[config.mk]
export PLATFORM = sky130hd
export DESIGN_NAME = dmi_host
export DESIGN_NICKNAME = d
export VERILOG_FILES = /design/src/rtl/dmi_host.sv
export SDC_FILE = /design/constraint.sdc
export NUM_CORES = 1
export LEC_CHECK = 0
export ABC_AREA = 1
export CORE_UTILIZATION = 50
export DETAILED_ROUTE_END_ITERATION = 10
export DONT_BUFFER_PORTS = 1
export PLACE_DENSITY = 0.71
export SLEW_MARGIN = 0
export SYNTH_ARGS = -nofsm -noshare
export SYNTH_HDL_FRONTEND = slang
export SYNTH_SLANG_ARGS = --single-unit
[constraint.sdc]
create_clock -name clk_i -period 2.05 [get_ports clk_i]
set_clock_uncertainty 0.05 [all_clocks]
set_input_delay 0.41 -clock clk_i [delete_from_list [all_inputs] [get_ports clk_i]]
set_output_delay 0.41 -clock clk_i [all_outputs]
set_load 0.05 [all_outputs]
[src/rtl/dmi_host.sv]
// DMI host initiator: turns single local commands into DMI request/response
// transactions toward the debug module. One transaction is outstanding at a
// time. BUSY answers are retried automatically, and a stuck DM is aborted
// after a cycle budget and resynchronised with a one-cycle DMI reset.

package dm_pkg;

    typedef struct packed {
        logic [6:0]  addr;
        logic [1:0]  op;
        logic [31:0] data;
    } dmi_req_t;

    typedef struct packed {
        logic [31:0] data;
        logic [1:0]  resp;
    } dmi_resp_t;

    localparam logic [1:0] DTM_NOP   = 2'd0;
    localparam logic [1:0] DTM_READ  = 2'd1;
    localparam logic [1:0] DTM_WRITE = 2'd2;

    localparam logic [1:0] DMI_RESP_SUCCESS  = 2'd0;
    localparam logic [1:0] DMI_RESP_RESERVED = 2'd1;
    localparam logic [1:0] DMI_RESP_FAILED   = 2'd2;
    localparam logic [1:0] DMI_RESP_BUSY     = 2'd3;

endpackage

module dmi_host #(
    parameter int TimeoutCycles = 1024,
    parameter int MaxRetries    = 4
) (
    input  logic                clk_i,
    input  logic                rst_ni,
    input  logic                cmd_valid_i,
    output logic                cmd_ready_o,
    input  logic                cmd_we_i,
    input  logic [6:0]          cmd_addr_i,
    input  logic [31:0]         cmd_wdata_i,
    output logic                rsp_valid_o,
    input  logic                rsp_ready_i,
    output logic [31:0]         rsp_rdata_o,
    output logic [1:0]          rsp_err_o,
    input  logic                dmi_clear_i,
    output logic                dmi_rst_no,
    output dm_pkg::dmi_req_t    dmi_req_o,
    output logic                dmi_req_valid_o,
    input  logic                dmi_req_ready_i,
    input  dm_pkg::dmi_resp_t   dmi_resp_i,
    input  logic                dmi_resp_valid_i,
    output logic                dmi_resp_ready_o
);

    localparam int TW = $clog2(TimeoutCycles + 1);
    localparam int RW = (MaxRetries > 0) ? $clog2(MaxRetries + 1) : 1;

    // Last budget cycle and the saturation value of the timer.
    localparam logic [TW-1:0] TMO_LAST  = TW'(TimeoutCycles - 1);
    localparam logic [TW-1:0] TMO_SAT   = TW'(TimeoutCycles);
    localparam logic [TW-1:0] TIMER_ONE = TW'(1);
    localparam logic [RW-1:0] RETRY_MAX = RW'(MaxRetries);
    localparam logic [RW-1:0] RETRY_ONE = RW'(1);

    localparam logic [1:0] ERR_OK      = 2'd0;
    localparam logic [1:0] ERR_DM      = 2'd1;
    localparam logic [1:0] ERR_TIMEOUT = 2'd2;

    typedef enum logic [1:0] {
        ST_IDLE = 2'd0,
        ST_REQ  = 2'd1,
        ST_WAIT = 2'd2,
        ST_DONE = 2'd3
    } state_t;

    state_t        state_r;
    logic [TW-1:0] timer_r;
    logic [RW-1:0] retry_r;

    logic cmd_fire_s;
    logic req_fire_s;
    logic resp_fire_s;
    logic tmo_s;

    // Saturating increment: the timer may pass the last budget cycle only
    // when a handshake lands exactly on it, and must never wrap back to 0.
    function automatic logic [TW-1:0] timer_inc(input logic [TW-1:0] t);
        logic [TW-1:0] n;
        if (t >= TMO_SAT) begin
            n = t;
        end else begin
            n = t + TIMER_ONE;
        end
        return n;
    endfunction

    assign cmd_fire_s  = cmd_valid_i & cmd_ready_o;
    assign req_fire_s  = dmi_req_valid_o & dmi_req_ready_i;
    assign resp_fire_s = dmi_resp_ready_o & dmi_resp_valid_i;
    assign tmo_s       = (timer_r >= TMO_LAST);

    // Transaction FSM: command capture, DMI handshakes, retry/timeout and response hold
    always_ff @(posedge clk_i or negedge rst_ni) begin
        if (!rst_ni) begin
            state_r          <= ST_IDLE;
            timer_r          <= '0;
            retry_r          <= '0;
            cmd_ready_o      <= 1'b0;
            rsp_valid_o      <= 1'b0;
            rsp_rdata_o      <= 32'h0000_0000;
            rsp_err_o        <= ERR_OK;
            dmi_rst_no       <= 1'b0;
            dmi_req_o        <= '0;
            dmi_req_valid_o  <= 1'b0;
            dmi_resp_ready_o <= 1'b0;
        end else begin
            // DM leaves reset on the first clock and after every single-cycle pulse.
            dmi_rst_no <= 1'b1;
            case (state_r)
                ST_IDLE: begin
                    if (cmd_fire_s) begin
                        // A command beats a simultaneous clear request.
                        dmi_req_o.addr  <= cmd_addr_i;
                        dmi_req_o.op    <= cmd_we_i ? dm_pkg::DTM_WRITE : dm_pkg::DTM_READ;
                        dmi_req_o.data  <= cmd_we_i ? cmd_wdata_i : 32'h0000_0000;
                        retry_r         <= '0;
                        timer_r         <= '0;
                        cmd_ready_o     <= 1'b0;
                        dmi_req_valid_o <= 1'b1;
                        state_r         <= ST_REQ;
                    end else if (dmi_clear_i && cmd_ready_o && dmi_rst_no) begin
                        dmi_rst_no  <= 1'b0;
                        cmd_ready_o <= 1'b1;
                    end else begin
                        cmd_ready_o <= 1'b1;
                    end
                end

                ST_REQ: begin
                    timer_r <= timer_inc(timer_r);
                    if (req_fire_s) begin
                        dmi_req_valid_o  <= 1'b0;
                        dmi_resp_ready_o <= 1'b1;
                        state_r          <= ST_WAIT;
                    end else if (tmo_s) begin
                        dmi_req_valid_o <= 1'b0;
                        dmi_rst_no      <= 1'b0;
                        rsp_valid_o     <= 1'b1;
                        rsp_rdata_o     <= 32'h0000_0000;
                        rsp_err_o       <= ERR_TIMEOUT;
                        state_r         <= ST_DONE;
                    end else begin
                        state_r <= ST_REQ;
                    end
                end

                ST_WAIT: begin
                    timer_r <= timer_inc(timer_r);
                    if (resp_fire_s) begin
                        dmi_resp_ready_o <= 1'b0;
                        case (dmi_resp_i.resp)
                            dm_pkg::DMI_RESP_SUCCESS: begin
                                rsp_valid_o <= 1'b1;
                                rsp_rdata_o <= (dmi_req_o.op == dm_pkg::DTM_READ) ?
                                               dmi_resp_i.data : 32'h0000_0000;
                                rsp_err_o   <= ERR_OK;
                                state_r     <= ST_DONE;
                            end
                            dm_pkg::DMI_RESP_BUSY: begin
                                if (retry_r < RETRY_MAX) begin
                                    // Reissue the identical request with a fresh budget.
                                    retry_r         <= retry_r + RETRY_ONE;
                                    timer_r         <= '0;
                                    dmi_req_valid_o <= 1'b1;
                                    state_r         <= ST_REQ;
                                end else begin
                                    rsp_valid_o <= 1'b1;
                                    rsp_rdata_o <= 32'h0000_0000;
                                    rsp_err_o   <= ERR_DM;
                                    state_r     <= ST_DONE;
                                end
                            end
                            default: begin
                                // FAILED and the reserved code are both DM errors.
                                rsp_valid_o <= 1'b1;
                                rsp_rdata_o <= 32'h0000_0000;
                                rsp_err_o   <= ERR_DM;
                                state_r     <= ST_DONE;
                            end
                        endcase
                    end else if (tmo_s) begin
                        dmi_resp_ready_o <= 1'b0;
                        dmi_rst_no       <= 1'b0;
                        rsp_valid_o      <= 1'b1;
                        rsp_rdata_o      <= 32'h0000_0000;
                        rsp_err_o        <= ERR_TIMEOUT;
                        state_r          <= ST_DONE;
                    end else begin
                        state_r <= ST_WAIT;
                    end
                end

                ST_DONE: begin
                    if (rsp_ready_i) begin
                        // Ready rises only after the consume cycle, spacing commands apart.
                        rsp_valid_o <= 1'b0;
                        rsp_rdata_o <= 32'h0000_0000;
                        rsp_err_o   <= ERR_OK;
                        cmd_ready_o <= 1'b1;
                        state_r     <= ST_IDLE;
                    end else begin
                        state_r <= ST_DONE;
                    end
                end

                default: begin
                    cmd_ready_o      <= 1'b0;
                    rsp_valid_o      <= 1'b0;
                    dmi_req_valid_o  <= 1'b0;
                    dmi_resp_ready_o <= 1'b0;
                    state_r          <= ST_IDLE;
                end
            endcase
        end
    end

endmodule

Word-level counts from Yosys, hierarchy flattened. Index checks and enable logic that the tools add are counted.

Add/sub/neg operators: 2. Order comparisons: 3. Eq/ne operators: 15. Multiplexer cells: 63. Bitwise gates (word level): 3. Reduce and logical (&&, ||, !) cells: 16.

Operators by type and width (count): 32-bit 2-to-1 mux (7); 32-bit one-hot mux with 3 select lines (1); 32-bit one-hot mux with 2 select lines (1); 11-bit 2-to-1 mux (5); 11-bit one-hot mux with 3 select lines (1); 2-bit 2-to-1 mux (13); 1-bit 2-to-1 mux (22); 3-bit 2-to-1 mux (4); 2-bit inequality test (second input constant) (6); 11-bit by 1-bit adder with 11-bit output (second input constant) (1); 11-bit by 10-bit >= comparator with 1-bit output (second input constant) (1); 11-bit >= comparator (second input constant) (1); 1-bit one-hot mux with 3 select lines (3); 2-bit one-hot mux with 4 select lines (1); 2-bit equality test (second input constant) (3); 3-bit inequality test (second input constant) (2); 2-bit one-hot mux with 3 select lines (1); 3-bit one-hot mux with 2 select lines (1); 2-bit AND reduction (3); 6-bit AND reduction (1); 2-bit nonzero test (3); 3-bit nonzero test (2); 5-bit AND reduction (1); 2-bit by 1-bit equality test with 1-bit output (second input constant) (2); other kinds (11) (16).

Flip-flop bits (word level): 96. Input port bits: 81. Output and inout port bits: 80. Word-level logic and storage cells: 115.

Longest topological paths before layout.
Word-level depth: 6. Mapped depth: 12. Gate-level depth less buffers: 11.

Worst setup path after synthesis. OpenSTA, ideal clock, no wires.

Path type: flip-flop to flip-flop. Start point: reg dmi_resp_ready_o. End point: reg timer_r[7]. Library setup time: 0.124 ns. Arrival time: 1.608 ns. Data required time: 1.876 ns. Setup slack: 0.268 ns. Stages on the path, launching flop included: 10. Path buffers: 0. Clock period less this slack: 1.782 ns. Cell sequence: dfrtp_1 nand2_2 inv_2 nand2_2 nand2_1 nand2_1 a21oi_4 inv_2 o21ai_0 a21oi_1.

Longest elaborated chain between the ends: 3.

Ends and longest elaborated chain: from (decl) (RTL line 52) `output logic dmi_resp_ready_o`; from (signal assigned) (RTL line 115) `dmi_resp_ready_o <= 1'b0;`; from (signal assigned) (RTL line 143) `dmi_resp_ready_o <= 1'b1;`; from (signal assigned) (RTL line 160) `dmi_resp_ready_o <= 1'b0;`; 1-bit bitwise AND (RTL line 99) `assign resp_fire_s = dmi_resp_ready_o & dmi_resp_valid_i;`; 11-bit 2-to-1 mux (RTL line 159) `if (resp_fire_s) begin`; 11-bit one-hot mux with 3 select lines (RTL line 119) `case (state_r)`; to (signal assigned) (RTL line 140) `timer_r <= timer_inc(timer_r);`; to (signal assigned) (RTL line 158) `timer_r <= timer_inc(timer_r);`; to (decl) (RTL line 77) `logic [TW-1:0] timer_r;`.

No other way between the ends. A chain may end at the register's enable or synchronous reset.

Worst setup path after layout.
Start point: reg state_r[1]. End point: reg rsp_rdata_o[4].

Longest elaborated chain between the ends: 3. Elaborated cells on any way between the ends: 9. Those cells by class: 6 x eq/ne; 1 x mux; 2 x reduce/logical.

Ends and longest elaborated chain: from (decl) (RTL line 76) `state_t state_r;`; from (signal assigned) (RTL line 105) `state_r <= ST_IDLE;`; from (signal assigned) (RTL line 130) `state_r <= ST_REQ;`; from (signal assigned) (RTL line 144) `state_r <= ST_WAIT;`; 2-bit equality test or 2-bit by 1-bit equality test with 1-bit output (tied branches) (RTL line 119); 4-bit inequality test (no source line), or another cell as far along; 4-bit AND reduction (no source line); to (signal assigned) (RTL line 164) `rsp_rdata_o <= (dmi_req_o.op == dm_pkg::DTM_READ) ?`; to (decl) (RTL line 43) `output logic [31:0] rsp_rdata_o,`.

Parallel ways exist; a longest one is shown, timed or not.

==> out/summary.txt <==
Pleak -> 2.69 nW
Root Driver -> clkbuf_8
DP Area -> 4930 sq um
Port-buffer cells -> 0
Post-CTS Setup Inserts -> 0
max-slew violation count -> 0
Final ANT Viol Nets -> 0
Final Hold Fails -> 96
Setup TNS -> 0 ns
Antenna Cells -> 0
Skew-Pair Late Insertion Delay -> 0.36 ns
P&R area growth vs syn -> 6.63%
startpoint types -> flop
Avg Cell Area, Syn -> 8.02 sq um
RSZ-0062 raised after global routing -> false
sequential element share of the synthesized area -> 49.5%
die height -> 101 um
f_max -> 510 MHz
proportion of power drawn by combinational gates -> 31.2%
HP Class -> input port to async pin
# IOs -> 161
vias in the first global route -> 3,767
# setup viols final -> 0
Distinct cells, synth -> 36
Worst Hold Slack -> -0.315 ns
Synth Cell Area -> 4850 sq um
status -> finished, violations left
total gr overflow -> 0
pin count of the biggest net entering global routing -> 97
chip width -> 101 um
Worst Path Required -> 2.31 ns
final net count -> 688
most common cell after layout, fill and taps aside -> nand2_1
post-route cell area -> 5170 sq um
syn nets -> 694
first-pass GRT wire length -> 17,200 um
all-layer global routing usage -> 21.4%
ys async rst share -> 100%
internal power -> 0.00359 W
Setup crit end kind -> flop
drt pass-1 iters -> 4
worst rel slew slack -> 63.9%
worst path arrival time -> 2.22 ns
total die area -> 10,100 sq um
CP Max Fanout -> 17
H-tree depth -> 3
row count -> 35
PD cells -> 1410 nW/um^2
antenna violations before repair -> 0
CTS tree -> yes
dominant register cell in the synthesized netlist -> dfrtp_1
Syn Inst Count -> 605
Via density -> 5.47
failing checks -> negative hold slack
synthesized flop and latch total -> 96
Core Area -> 9330 sq um
Synth Warn # -> 0
clock share of power -> 16.8%
Net Switching -> 0.00371 W
commonest cells after routing, fill and taps aside -> nand2_1 (251), dfrtp_1 (96), o21ai_0 (43), nand3_1 (40), nand4_1 (36)
GPL Wtd Cong -> 0.792
drt drc -> 0
Slew @ Worst Pin -> 0.541 ns
initial core utilization -> 52.0%
Crit Path Class -> flop to flop
cts bufs inserted -> 9
Final Cycle Share -> 95.6%
sequential share of power -> 52.0%
switching part of the total -> 50.8%
minimum clock period -> 1.96 ns
share of cells above drive strength 1 -> 9.11%
routed len/inst -> 14.8 um
Post-Route WL -> 10,800 um
number of synthesized flops with an enable pin -> 0
total number of vias -> 4,008
Detailed Place HPWL -> 7020 um
Max clock buf depth -> 2
DRT iter0 DRCs -> 134
VDD IR max -> 721 uV
CTS sink count -> 96
max-capacitance violation count -> 0
clk slew on worst S/H paths -> 0.10 ns
==> power groups by stage <==
| stage | combinational, W | clock [W] | sequential (W) |
|---|---|---|---|
| finish | 0.00228 | 0.00122 | 0.00379 |
| global route | 0.00255 | 0.00135 | 0.00385 |
| CTS | 0.00215 | 0.00127 | 0.00380 |
| detailed placement | 0.00216 | 0 | 0.00383 |
| global placement | 0.00209 | 0 | 0.00383 |
| floorplan | 0.00155 | 0 | 0.00391 |
==> per-layer routing <==
layer	global-route usage [%]	up-vias	wire length, um
met5	0	-	0
met4	9.36	0	192
met3	7.49	15	1160
met2	35.0	191	5080
met1	25.6	1857	4390
li1	-	1945	-
==> flip-flops by register name, summed over array words and instances (netlist names), 2 cells and up <==
name	cells
state_r	2
dmi_req_o	41
rsp_err_o	2
rsp_rdata_o	32
timer_r	11
retry_r	3
==> per-stage QoR <==
stage	hold slack, ns	std cells	power (W)	setup WS [ns]	utilization (%)
2_1_floorplan	0.0644	605	0.00546	0.268	-
3_3_place_gp	0.0683	715	0.00592	0.143	52.9
3_5_place_dp	0.0677	715	0.00598	0.0656	52.9
4_1_cts	-0.341	731	0.00722	0.0547	55.0
5_1_grt	-0.357	733	0.00775	0.000458	55.5
6_report	-0.315	733	0.00729	0.0904	55.5
==> critical path, cell delays in order, from the launching register on <==
cell and delay [ns]:
dfrtp_1 0.41, inv_1 0.11, ha_1 0.24, inv_2 0.09, o21ai_1 0.08, inv_1 0.09
nand2_2 0.10, nor2_8 0.22, clkbuf_16 0.22, nand4_1 0.09, nand2_1 0.08, nand2_1 0.05
nand2_1 0.06
==> cell families (layout without fill, tap and decap cells) <==
family,after synthesis,after routing,share of synthesized area (%)
adder cells (fa/ha/maj),8,8,2.06
XOR/XNOR,4,4,0.722
buffers and inverters,69,67,7.48
AND/OR/NAND/NOR,363,363,32.7
flip-flops,96,96,49.5
AO/OA/AOI/OAI,65,66,7.48
==> Yosys cell counts, drive strengths merged, types with 8 or more instances <==
library cell	n	area, sq um
a21oi	12	71.3
buf	21	178
clkbuf	13	48.8
dfrtp	96	2400
ha	8	100
inv	35	136
nand2	256	968
nand3	43	238
nand4	36	225
nor2	24	126
o21ai	48	252
==> repair_timing <==
| action | 4_1_cts | 5_1_grt |
|---|---|---|
| setup endpoints to repair | 0 | 33 |
| resized for setup | 0 | 3 |
| hold endpoints to repair | 96 | 96 |
==> area by class of cell <==
type	count	area [sq um]
clock buffer	11	151
clock inverter	5	45.0
sequential	96	2400
timing repair buffer	16	163
inverter	35	136
tap	129	161
fill	880	4150
multi-input combinational	441	2110
==> final timing paths <==
path | slack (ns) | from | cells past startpoint | endpoint
max in group asynchronous | 2.13 | rst_ni | 0 | dmi_req_o[10]
max | 0.09 | state_r[1] | 12 | rsp_rdata_o[4]
max reg2reg | 0.09 | state_r[1] | 12 | rsp_rdata_o[4]
min | -0.32 | rst_ni | 0 | rsp_rdata_o[29]
min reg2reg | 0.46 | retry_r[2] | 1 | retry_r[2]
min in group clk_i | 0.10 | cmd_addr_i[6] | 2 | dmi_req_o[40]
No activity file was read; power rests on OpenSTA's default activity.
